[config.mk]
export PLATFORM = sky130hd
export DESIGN_NAME = uart_tx_mmio
export DESIGN_NICKNAME = d
export VERILOG_FILES = /design/src/rtl/uart_tx_mmio.sv
export SDC_FILE = /design/constraint.sdc
export NUM_CORES = 1
export LEC_CHECK = 0
export ABC_AREA = 1
export BUFFER_PORTS_ARGS = -buffer_cell sky130_fd_sc_hd__buf_2
export CAP_MARGIN = 10
export CORE_MARGIN = 2
export CORE_UTILIZATION = 46
export CTS_BUF_LIST = sky130_fd_sc_hd__clkbuf_4 sky130_fd_sc_hd__clkbuf_8 sky130_fd_sc_hd__clkbuf_16
export DETAILED_ROUTE_END_ITERATION = 10
export PLACE_DENSITY = 0.74
export REMOVE_ABC_BUFFERS = 1
export SLEW_MARGIN = 10
export SYNTH_ARGS = -nofsm -noshare
export SYNTH_HDL_FRONTEND = slang
export SYNTH_SLANG_ARGS = --single-unit
[constraint.sdc]
create_clock -name clk -period 2.29 [get_ports clk]
set_input_delay 0.229 -clock clk [delete_from_list [all_inputs] [get_ports clk]]
set_output_delay 0.229 -clock clk [all_outputs]
set_load 0.005 [all_outputs]
[src/rtl/uart_tx_mmio.sv]
// uart_tx_mmio: memory-mapped UART transmitter that sits beside data memory.
// Register window at BASE_ADDR:
//   +0 TXDATA: a write queues WriteData[7:0]; a read returns 0.
//   +4 STATUS: a read returns {parity_cap, count, ovf, empty, full, busy}.
//              A write with WriteData[3] set clears ovf.
// A small TX FIFO lets stores complete without stalling the core. The FIFO
// drains into an 8N1 serial shifter.
// Optional build macro UART_TX_PARITY_EN adds an even-parity bit before the
// stop bit and sets STATUS bit 7.
//
// state  | meaning
// IDLE   | line idle high, waiting for a queued byte
// START  | start bit (low) for one bit time
// DATA   | eight data bits, LSB first
// PARITY | even parity bit (UART_TX_PARITY_EN builds only)
// STOP   | stop bit (high); pops the next byte directly if one is queued
module uart_tx_mmio #(
  parameter logic [31:0] BASE_ADDR    = 32'hFFFF_0000,
  parameter int          CLKS_PER_BIT = 16,
  parameter int          FIFO_DEPTH   = 4
) (
  input  logic        clk,
  input  logic        reset,
  input  logic        MemWrite,
  input  logic [31:0] ALUResult,
  input  logic [31:0] WriteData,
  output logic        rd_hit,
  output logic [31:0] rd_data,
  output logic        tx
);

  localparam int PW = $clog2(FIFO_DEPTH);
  localparam int CW = PW + 1;
  localparam int BW = $clog2(CLKS_PER_BIT);
  localparam logic [CW-1:0] DEPTH_C   = CW'(FIFO_DEPTH);
  localparam logic [BW-1:0] BAUD_LAST = BW'(CLKS_PER_BIT - 1);

`ifdef UART_TX_PARITY_EN
  typedef enum logic [2:0] {S_IDLE, S_START, S_DATA, S_PARITY, S_STOP} state_t;
  localparam logic PARITY_CAP = 1'b1;
`else
  typedef enum logic [1:0] {S_IDLE, S_START, S_DATA, S_STOP} state_t;
  localparam logic PARITY_CAP = 1'b0;
`endif

  state_t          state_q, state_d;
  logic [BW-1:0]   baud_q, baud_d;
  logic [2:0]      bit_q, bit_d;
  logic [7:0]      data_q, data_d;
  logic            tx_q, tx_d;
  logic [7:0]      fifo_q [FIFO_DEPTH];
  logic [7:0]      fifo_d [FIFO_DEPTH];
  logic [PW-1:0]   wr_ptr_q, wr_ptr_d, rd_ptr_q, rd_ptr_d;
  logic [CW-1:0]   count_q, count_d;
  logic            ovf_q, ovf_d;

  logic            hit, push_req, clr_ovf, push_ok, pop;
  logic            empty, full, busy, baud_done;
  logic [31:0]     count_ext, status;
  logic            unused_bits;

  assign hit       = (ALUResult[31:3] == BASE_ADDR[31:3]);
  assign push_req  = MemWrite && hit && !ALUResult[2];
  assign clr_ovf   = MemWrite && hit && ALUResult[2] && WriteData[3];
  assign empty     = (count_q == '0);
  assign full      = (count_q == DEPTH_C);
  assign busy      = (state_q != S_IDLE);
  assign baud_done = (baud_q == BAUD_LAST);

  // FIFO bookkeeping; a push into a full FIFO still lands if a pop frees a slot on the same edge
  always_comb begin
    fifo_d   = fifo_q;
    wr_ptr_d = wr_ptr_q;
    rd_ptr_d = rd_ptr_q;
    count_d  = count_q;
    ovf_d    = ovf_q;
    push_ok  = push_req && (!full || pop);
    if (push_ok) begin
      fifo_d[wr_ptr_q] = WriteData[7:0];
      wr_ptr_d         = wr_ptr_q + 1'b1;
    end
    if (pop) begin
      rd_ptr_d = rd_ptr_q + 1'b1;
    end
    case ({push_ok, pop})
      2'b10:   count_d = count_q + 1'b1;
      2'b01:   count_d = count_q - 1'b1;
      default: count_d = count_q;
    endcase
    if (push_req && !push_ok) begin
      ovf_d = 1'b1;
    end else if (clr_ovf) begin
      ovf_d = 1'b0;
    end
  end

  // Serial framing FSM; tx is registered from the next state so the line never glitches
  always_comb begin
    state_d = state_q;
    baud_d  = baud_q + 1'b1;
    bit_d   = bit_q;
    data_d  = data_q;
    pop     = 1'b0;
    unique case (state_q)
      S_IDLE: begin
        baud_d = '0;
        if (!empty) begin
          pop     = 1'b1;
          data_d  = fifo_q[rd_ptr_q];
          state_d = S_START;
        end
      end
      S_START: begin
        if (baud_done) begin
          baud_d  = '0;
          bit_d   = 3'd0;
          state_d = S_DATA;
        end
      end
      S_DATA: begin
        if (baud_done) begin
          baud_d = '0;
          if (bit_q == 3'd7) begin
`ifdef UART_TX_PARITY_EN
            state_d = S_PARITY;
`else
            state_d = S_STOP;
`endif
          end else begin
            bit_d = bit_q + 3'd1;
          end
        end
      end
`ifdef UART_TX_PARITY_EN
      S_PARITY: begin
        if (baud_done) begin
          baud_d  = '0;
          state_d = S_STOP;
        end
      end
`endif
      S_STOP: begin
        if (baud_done) begin
          baud_d = '0;
          if (!empty) begin
            pop     = 1'b1;
            data_d  = fifo_q[rd_ptr_q];
            state_d = S_START;
          end else begin
            state_d = S_IDLE;
          end
        end
      end
      default: begin
        state_d = S_IDLE;
        baud_d  = '0;
      end
    endcase

    tx_d = 1'b1;
    case (state_d)
      S_START:  tx_d = 1'b0;
      S_DATA:   tx_d = data_d[bit_d];
`ifdef UART_TX_PARITY_EN
      S_PARITY: tx_d = ^data_d;
`endif
      default:  tx_d = 1'b1;
    endcase
  end

  // Control and pointer registers; reset abandons any frame in flight
  always_ff @(posedge clk) begin
    if (reset) begin
      state_q  <= S_IDLE;
      baud_q   <= '0;
      bit_q    <= '0;
      data_q   <= '0;
      tx_q     <= 1'b1;
      wr_ptr_q <= '0;
      rd_ptr_q <= '0;
      count_q  <= '0;
      ovf_q    <= 1'b0;
    end else begin
      state_q  <= state_d;
      baud_q   <= baud_d;
      bit_q    <= bit_d;
      data_q   <= data_d;
      tx_q     <= tx_d;
      wr_ptr_q <= wr_ptr_d;
      rd_ptr_q <= rd_ptr_d;
      count_q  <= count_d;
      ovf_q    <= ovf_d;
    end
  end

  // FIFO storage needs no reset; count gates every read of it
  always_ff @(posedge clk) begin
    fifo_q <= fifo_d;
  end

  assign count_ext   = 32'(count_q);
  assign status      = {24'd0, PARITY_CAP, count_ext[2:0], ovf_q, empty, full, busy};
  assign rd_hit      = hit;
  assign rd_data     = (hit && ALUResult[2]) ? status : 32'd0;
  assign tx          = tx_q;
  assign unused_bits = ^{ALUResult[1:0], WriteData[31:8], count_ext[31:3]};

endmodule

==> key figures, run 1 <==
STA
  • Setup Viol. Count Final: 0
  • Final Max Slew Viols: 0
  • Minimum clock period: 2160 ps
  • WHS: 101 ps
  • FMAX: 463 MHz
  • Setup TNS: 0 ps
  • Skew final: 8.90 ps
  • RSZ-0062 raised after global routing: true
  • Period Utilization, post-route: 94.3%
  • Final hold violations: 0

CTS
  • Max Buffers Root-to-Sink: 2
  • CTS Sinks: 58
  • Worst-path clk slew: 70 ps
  • Worst skew pair latency: 340 ps
  • CTS tree: yes
  • CTS root buffer: clkbuf_8
  • H-tree depth: 3
  • Num CTS Buffers: 9

Floorplanning
  • Die ar.: 0.00755 mm²
  • Io pins: 101
  • Chip height: 86.9 µm
  • Initial Util: 47.0%
  • Core area: 0.00672 mm²
  • Die X: 86.9 µm
  • Core Rows: 30

Setup path
  • Arrival time at the worst endpoint: 2380 ps
  • Worst EP required: 2510 ps
  • CP endpoint kind: flip-flop
  • CP Class: reg2reg
  • Startpoint Class: flip-flop
  • CP max FO: 3

GRT
  • Vias in the first global route: 2462
  • Initial antenna violation count: 0
  • Global-route usage over all layers: 17.4%
  • Largest net degree at the start of global routing: 20
  • Global-route wire length before repair: 10.3 mm
  • GRT Residual Overflow: 0

Logic synthesis
  • Async S/R FF share, synth: 0%
  • Synth cell types: 36
  • Seq/Total Area, Yosys: 46.9%
  • FF+latch count, synth: 58
  • Number of synthesized flops with an enable pin: 32
  • Syn. warnings: 0
  • Synthesized area per cell: 8.17 µm²
  • Mapped Area: 0.00316 mm²
  • Dominant synthesized flop cell: edfxtp_1
  • Post-synthesis instance total: 387

Final layout
  • Layout cells sized above 1: 24.9%
  • Commonest non-fill, non-tap cells in the layout: nand2_1, inv_1, buf_2, nor2_1, nand3_1
  • Util after Layout: 56.2%
  • Area Overhead vs Synth: 19.5%
  • Layout Nets: 542
  • Final instance area: 0.00378 mm²
  • Filler Cells Inserted: 594
  • ANT cells: 0
  • Most common cell after layout, fill and taps aside: nand2_1

Pwr
  • Final Power: 2820 µW
  • Leak pwr: 0.00176 µW
  • Peak supply drop: 0.000373 V
  • Pwr/cell area: 747 mW/mm²

Drt
  • Detailed Routing Iterations Pass 1: 4
  • Wirelength per Cell: 11.0 µm
  • Final WL: 6.03 mm
  • Via Count: 2614
  • DRT iter0 DRCs: 145
  • Vias/cell: 4.79
  • Antenna-violating nets left: 0
  • DR DRC count: 0

Place
  • Dpl hpwl: 4.46 mm
  • DP Area: 0.00353 mm²
  • IO Port Bufs: 49
  • RD Place Congestion: 0.846

Flow run
  • Max Cap Violations: 0

Worst hold path
  • Min-Delay Path Class: in2reg

Outcome
  • Outcome: finished, final reports clean
-- flip-flops by register name, summed over array words and instances, names as in the netlist --
register,count
fifo_q,32
tx,1
ovf_q,1
wr_ptr_q,2
count_q,3
rd_ptr_q,2
bit_q,3
state_q,2
baud_q,4
data_q,8
-- stage by stage --
step | setup WS [ps] | cells
after floorplan | -104 | 379
after global placement | 12.1 | 528
after detailed placement | -61.8 | 528
after CTS | 18.9 | 544
after global routing | -28.9 | 546
final | 131 | 546
-- cell usage after synthesis (2+ instances only) --
cell type | number | share of area, %
a21oi_1 | 18 | 2.9
buf_2 | 5 | 0.79
buf_4 | 25 | 5.9
clkbuf_1 | 2 | 0.24
dfxtp_1 | 26 | 16
edfxtp_1 | 32 | 30
ha_1 | 13 | 5.1
inv_1 | 58 | 6.9
nand2_1 | 88 | 10
nand3_1 | 35 | 5.5
nand4_1 | 3 | 0.59
nor2_1 | 45 | 5.3
nor2_4 | 3 | 1.1
nor4_1 | 2 | 0.40
o21ai_0 | 9 | 1.4
or2_2 | 3 | 0.59
-- what timing repair did --
item,CTS,global route
hold buffers,0,0
pin swaps,0,8
cloned,0,0
buffers inserted,0,2
resized for setup,5,14
endpoints found under the setup margin,1,2
-- critical path, stage by stage, from the launching register on --
cell and delay (ps):
dfxtp_2 330, ha_1 230, inv_2 90, o21ai_4 60, nand2_2 70, inv_2 50, nor2_4 110, nand3b_4 150
ha_4 130, inv_2 40, fa_2 370, a21oi_2 150, o21ai_2 80, o21ai_1 130, a21oi_1 50
-- path summary, 6_finish.rpt --
check | from | end | slack (ps) | cells after the start
worst max-delay path | state_q[0] | count_q[2] | 130 | 14
worst min-delay path | WriteData[2] | fifo_q[18] | 100 | 1
worst max register to register | state_q[0] | count_q[2] | 130 | 14
worst min register to register | data_q[0] | data_q[0] | 480 | 2
-- logic make-up after synthesis --
family | synth area share (%)
AOI/OAI and AO/OA | 6.77
adders and majority gates | 5.78
DFF | 46.9
and+or+nand+nor | 26.5
other | 0.119
buffers and inverters | 14.0
-- routing by layer --
layer | GRT usage (%) | routed length [µm] | vias to the layer above
met2 | 30.5 | 2960 | 86
met1 | 20.7 | 2630 | 1179
met5 | 0 | 0 | -
met4 | 8.95 | 148 | 0
li1 | - | - | 1338
met3 | 2.37 | 289 | 11
-- final cells by class --
cell class | instances | area, µm² | area share (%)
well taps | 80 | 100 | 2.65
inverters | 59 | 221 | 5.86
clock inverters | 6 | 41.3 | 1.09
clock buffers | 10 | 138 | 3.64
multi-input cells | 262 | 1380 | 36.6
flip-flops and latches | 58 | 1480 | 39.3
repair buffers | 71 | 410 | 10.9
-- where the power goes --
group	total, µW	switching [µW]	internal [µW]
Combinational	808	473	335
Sequential	1180	28.6	1150
Clock	833	412	420
Total	2820	914	1910
Power figures use the tool's default switching activity.
==> run 2: changes to the inputs <==
--- a/config.mk
+++ b/config.mk
@@ -8,6 +8,7 @@
 export ABC_AREA = 1
 export BUFFER_PORTS_ARGS = -buffer_cell sky130_fd_sc_hd__buf_2
 export CAP_MARGIN = 10
+export CORE_ASPECT_RATIO = 0.7
 export CORE_MARGIN = 2
 export CORE_UTILIZATION = 46
 export CTS_BUF_LIST = sky130_fd_sc_hd__clkbuf_4 sky130_fd_sc_hd__clkbuf_8 sky130_fd_sc_hd__clkbuf_16
==> key figures, run 2 (synthesized netlist as in run 1, its figures left out) <==
Pwr
  • Clock power frac: 31.0% (was 29.5%)
  • Peak supply drop: 0.000379 V (was 0.000373 V)
  • Cell Int Power: 1950 µW (was 1910 µW)
  • Leak pwr: 0.00176 µW (about the same)
  • Pwr/cell area: 755 mW/mm² (was 747 mW/mm²)
  • Gate power share: 27.5% (was 28.6%)
  • Sequential Power Share: 41.5% (was 41.8%)
  • Psw: 891 µW (was 914 µW)
  • Net Sw Frac: 31.3% (was 32.4%)

GRT
  • Initial antenna violation count: 0 (unchanged)
  • Vias in the first global route: 2362 (was 2462)
  • Global-route wire length before repair: 10.3 mm (unchanged)
  • Global-route usage over all layers: 18.0% (was 17.4%)
  • GRT Residual Overflow: 0 (unchanged)
  • Largest net degree at the start of global routing: 20 (unchanged)

STA
  • Setup TNS: 0 ps (unchanged)
  • Skew final: 5.53 ps (was 8.90 ps)
  • Period Utilization, post-route: 96.1% (was 94.3%)
  • WHS: 113 ps (was 101 ps)
  • Minimum clock period: 2200 ps (was 2160 ps)
  • Setup Viol. Count Final: 0 (unchanged)
  • FMAX: 455 MHz (was 463 MHz)
  • Final Max Slew Viols: 0 (unchanged)
  • Final hold violations: 0 (unchanged)

Final layout
  • Layout Nets: 541 (was 542)
  • Area of the multi-input gates: 0.00136 mm² (was 0.00138 mm²)
  • Filler Cells Inserted: 593 (was 594)
  • Most common cell after layout, fill and taps aside: nand2_1 (unchanged)
  • Layout cells sized above 1: 23.4% (was 24.9%)
  • Max FFs per register: 32 (unchanged)
  • Area Overhead vs Synth: 19.3% (was 19.5%)
  • Register Area: 0.00148 mm² (unchanged)
  • Most flop-heavy register: fifo_q (unchanged)
  • Largest regs: fifo_q (32), data_q (8), baud_q (4) (unchanged)
  • Commonest non-fill, non-tap cells in the layout: nand2_1, inv_1, buf_2, nor2_1, nand3_1 (unchanged)
  • ANT cells: 0 (unchanged)
  • Final instance area: 0.00377 mm² (was 0.00378 mm²)

Drt
  • Final WL: 6.24 mm (was 6.03 mm)
  • DR DRC count: 0 (unchanged)
  • DRT iter0 DRCs: 122 (was 145)
  • Vias/cell: 4.70 (was 4.79)
  • Wirelength per Cell: 11.2 µm (was 11.0 µm)
  • Detailed Routing Iterations Pass 1: 4 (unchanged)
  • Antenna-violating nets left: 0 (unchanged)
  • Via Count: 2627 (was 2614)

CTS
  • Worst-path clk slew: 70 ps (about the same)
  • CTS root buffer: clkbuf_8 (unchanged)
  • Worst skew pair latency: 330 ps (was 340 ps)
  • CTS tree: yes (unchanged)
  • Max Buffers Root-to-Sink: 2 (unchanged)
  • H-tree depth: 3 (unchanged)
  • Num CTS Buffers: 9 (unchanged)
  • CTS Sinks: 58 (unchanged)
  • CTS Hold Bufs: 0 (unchanged)
  • Post-CTS setup buffer count: 0 (unchanged)

Floorplanning
  • Die X: 103 µm (was 86.9 µm)
  • Chip height: 73.4 µm (was 86.9 µm)
  • Core Rows: 25 (was 30)
  • Initial Util: 47.2% (was 47.0%)
  • Io pins: 101 (unchanged)
  • Die ar.: 0.00756 mm² (was 0.00755 mm²)
  • Core area: 0.00669 mm² (was 0.00672 mm²)

Setup path
  • Worst reg-to-reg setup slack: 90 ps (was 130 ps)
  • CP Class: reg2reg (unchanged)
  • Startpoint Class: flip-flop (unchanged)
  • CP endpoint kind: flip-flop (unchanged)
  • Worst EP required: 2510 ps (about the same)
  • CP max FO: 3 (unchanged)
  • Arrival time at the worst endpoint: 2420 ps (was 2380 ps)

Place
  • IO Port Bufs: 49 (unchanged)
  • Dpl hpwl: 4.65 mm (was 4.46 mm)
  • DP Area: 0.00355 mm² (was 0.00353 mm²)
  • RD Place Congestion: 0.847 (was 0.846)

Outcome
  • Outcome: finished, final reports clean (unchanged)

Flow run
  • Max Cap Violations: 0 (unchanged)

Worst hold path
  • Min-Delay Path Class: in2reg (unchanged)
run 2: changes by cell type in the layout (fill, tap and decap cells not counted), moves of 2 or more:
cell and delta:
clkinv_1 +2, clkinvlp_4 -2, inv_1 +2, inv_2 -2
run 2: worst max-delay path, cell delays in order (launching register included):
cell and delay (ps):
dfxtp_2 340, inv_1 80, ha_4 270, a21oi_2 40
nand2_2 90, inv_2 40, nor2_2 90, nand3b_4 140
ha_1 160, inv_2 60, fa_2 350, a21oi_2 140
o21ai_1 90, o21ai_1 120, a21oi_1 50
run 2: area by class of cell:
type                    count  share of cell area, %
clock buffers               9                   3.28
clock inverters             7                   1.59
inverters                  59                   5.87
multi-input cells         262                   36.1
flip-flops and latches     58                   39.3
well taps                  94                   3.12
repair buffers             70                   10.7
run 2: power by group through the flow:
| stage | Combinational [µW] | Clock (µW) | Sequential [µW] |
|---|---|---|---|
| floorplan | 447 | 0 | 1210 |
| global placement | 730 | 0 | 1190 |
| detailed placement | 751 | 0 | 1200 |
| CTS | 760 | 906 | 1180 |
| global route | 902 | 953 | 1190 |
| finish | 783 | 883 | 1180 |
run 2: repair_timing:
item                                    CTS  global route
gates resized for setup                   5             8
endpoints found under the setup margin    1             2
pin swaps                                 0             2
run 2: worst paths after layout:
kind                 from          to  cells after the start
min          WriteData[7]  fifo_q[23]                      1
max reg2reg    state_q[0]  count_q[2]                     14
min reg2reg     data_q[1]   data_q[1]                      2
max            state_q[0]  count_q[2]                     14
run 2: stage by stage:
stage                     setup slack [ps]  total power (µW)  std cells  utilization [%]
after floorplan                       -104              1660        379                -
after global placement                3.98              1920        543             53.0
after detailed placement             -85.3              1950        543             53.0
after CTS                             17.2              2840        559             55.8
after global routing                 -39.5              3040        559             56.3
final                                 90.2              2850        559             56.3
run 2: layer usage:
| metal | up-vias | wire (µm) | part of all wire, % | global-route usage (%) |
|---|---|---|---|---|
| li1 | 1332 | - | - | - |
| met1 | 1185 | 2730 | 44 | 22.3 |
| met2 | 103 | 2950 | 47 | 29.8 |
| met3 | 7 | 492 | 7.9 | 6.28 |
| met4 | 0 | 71 | 1.1 | 5.26 |
| met5 | - | 0 | 0 | 0 |
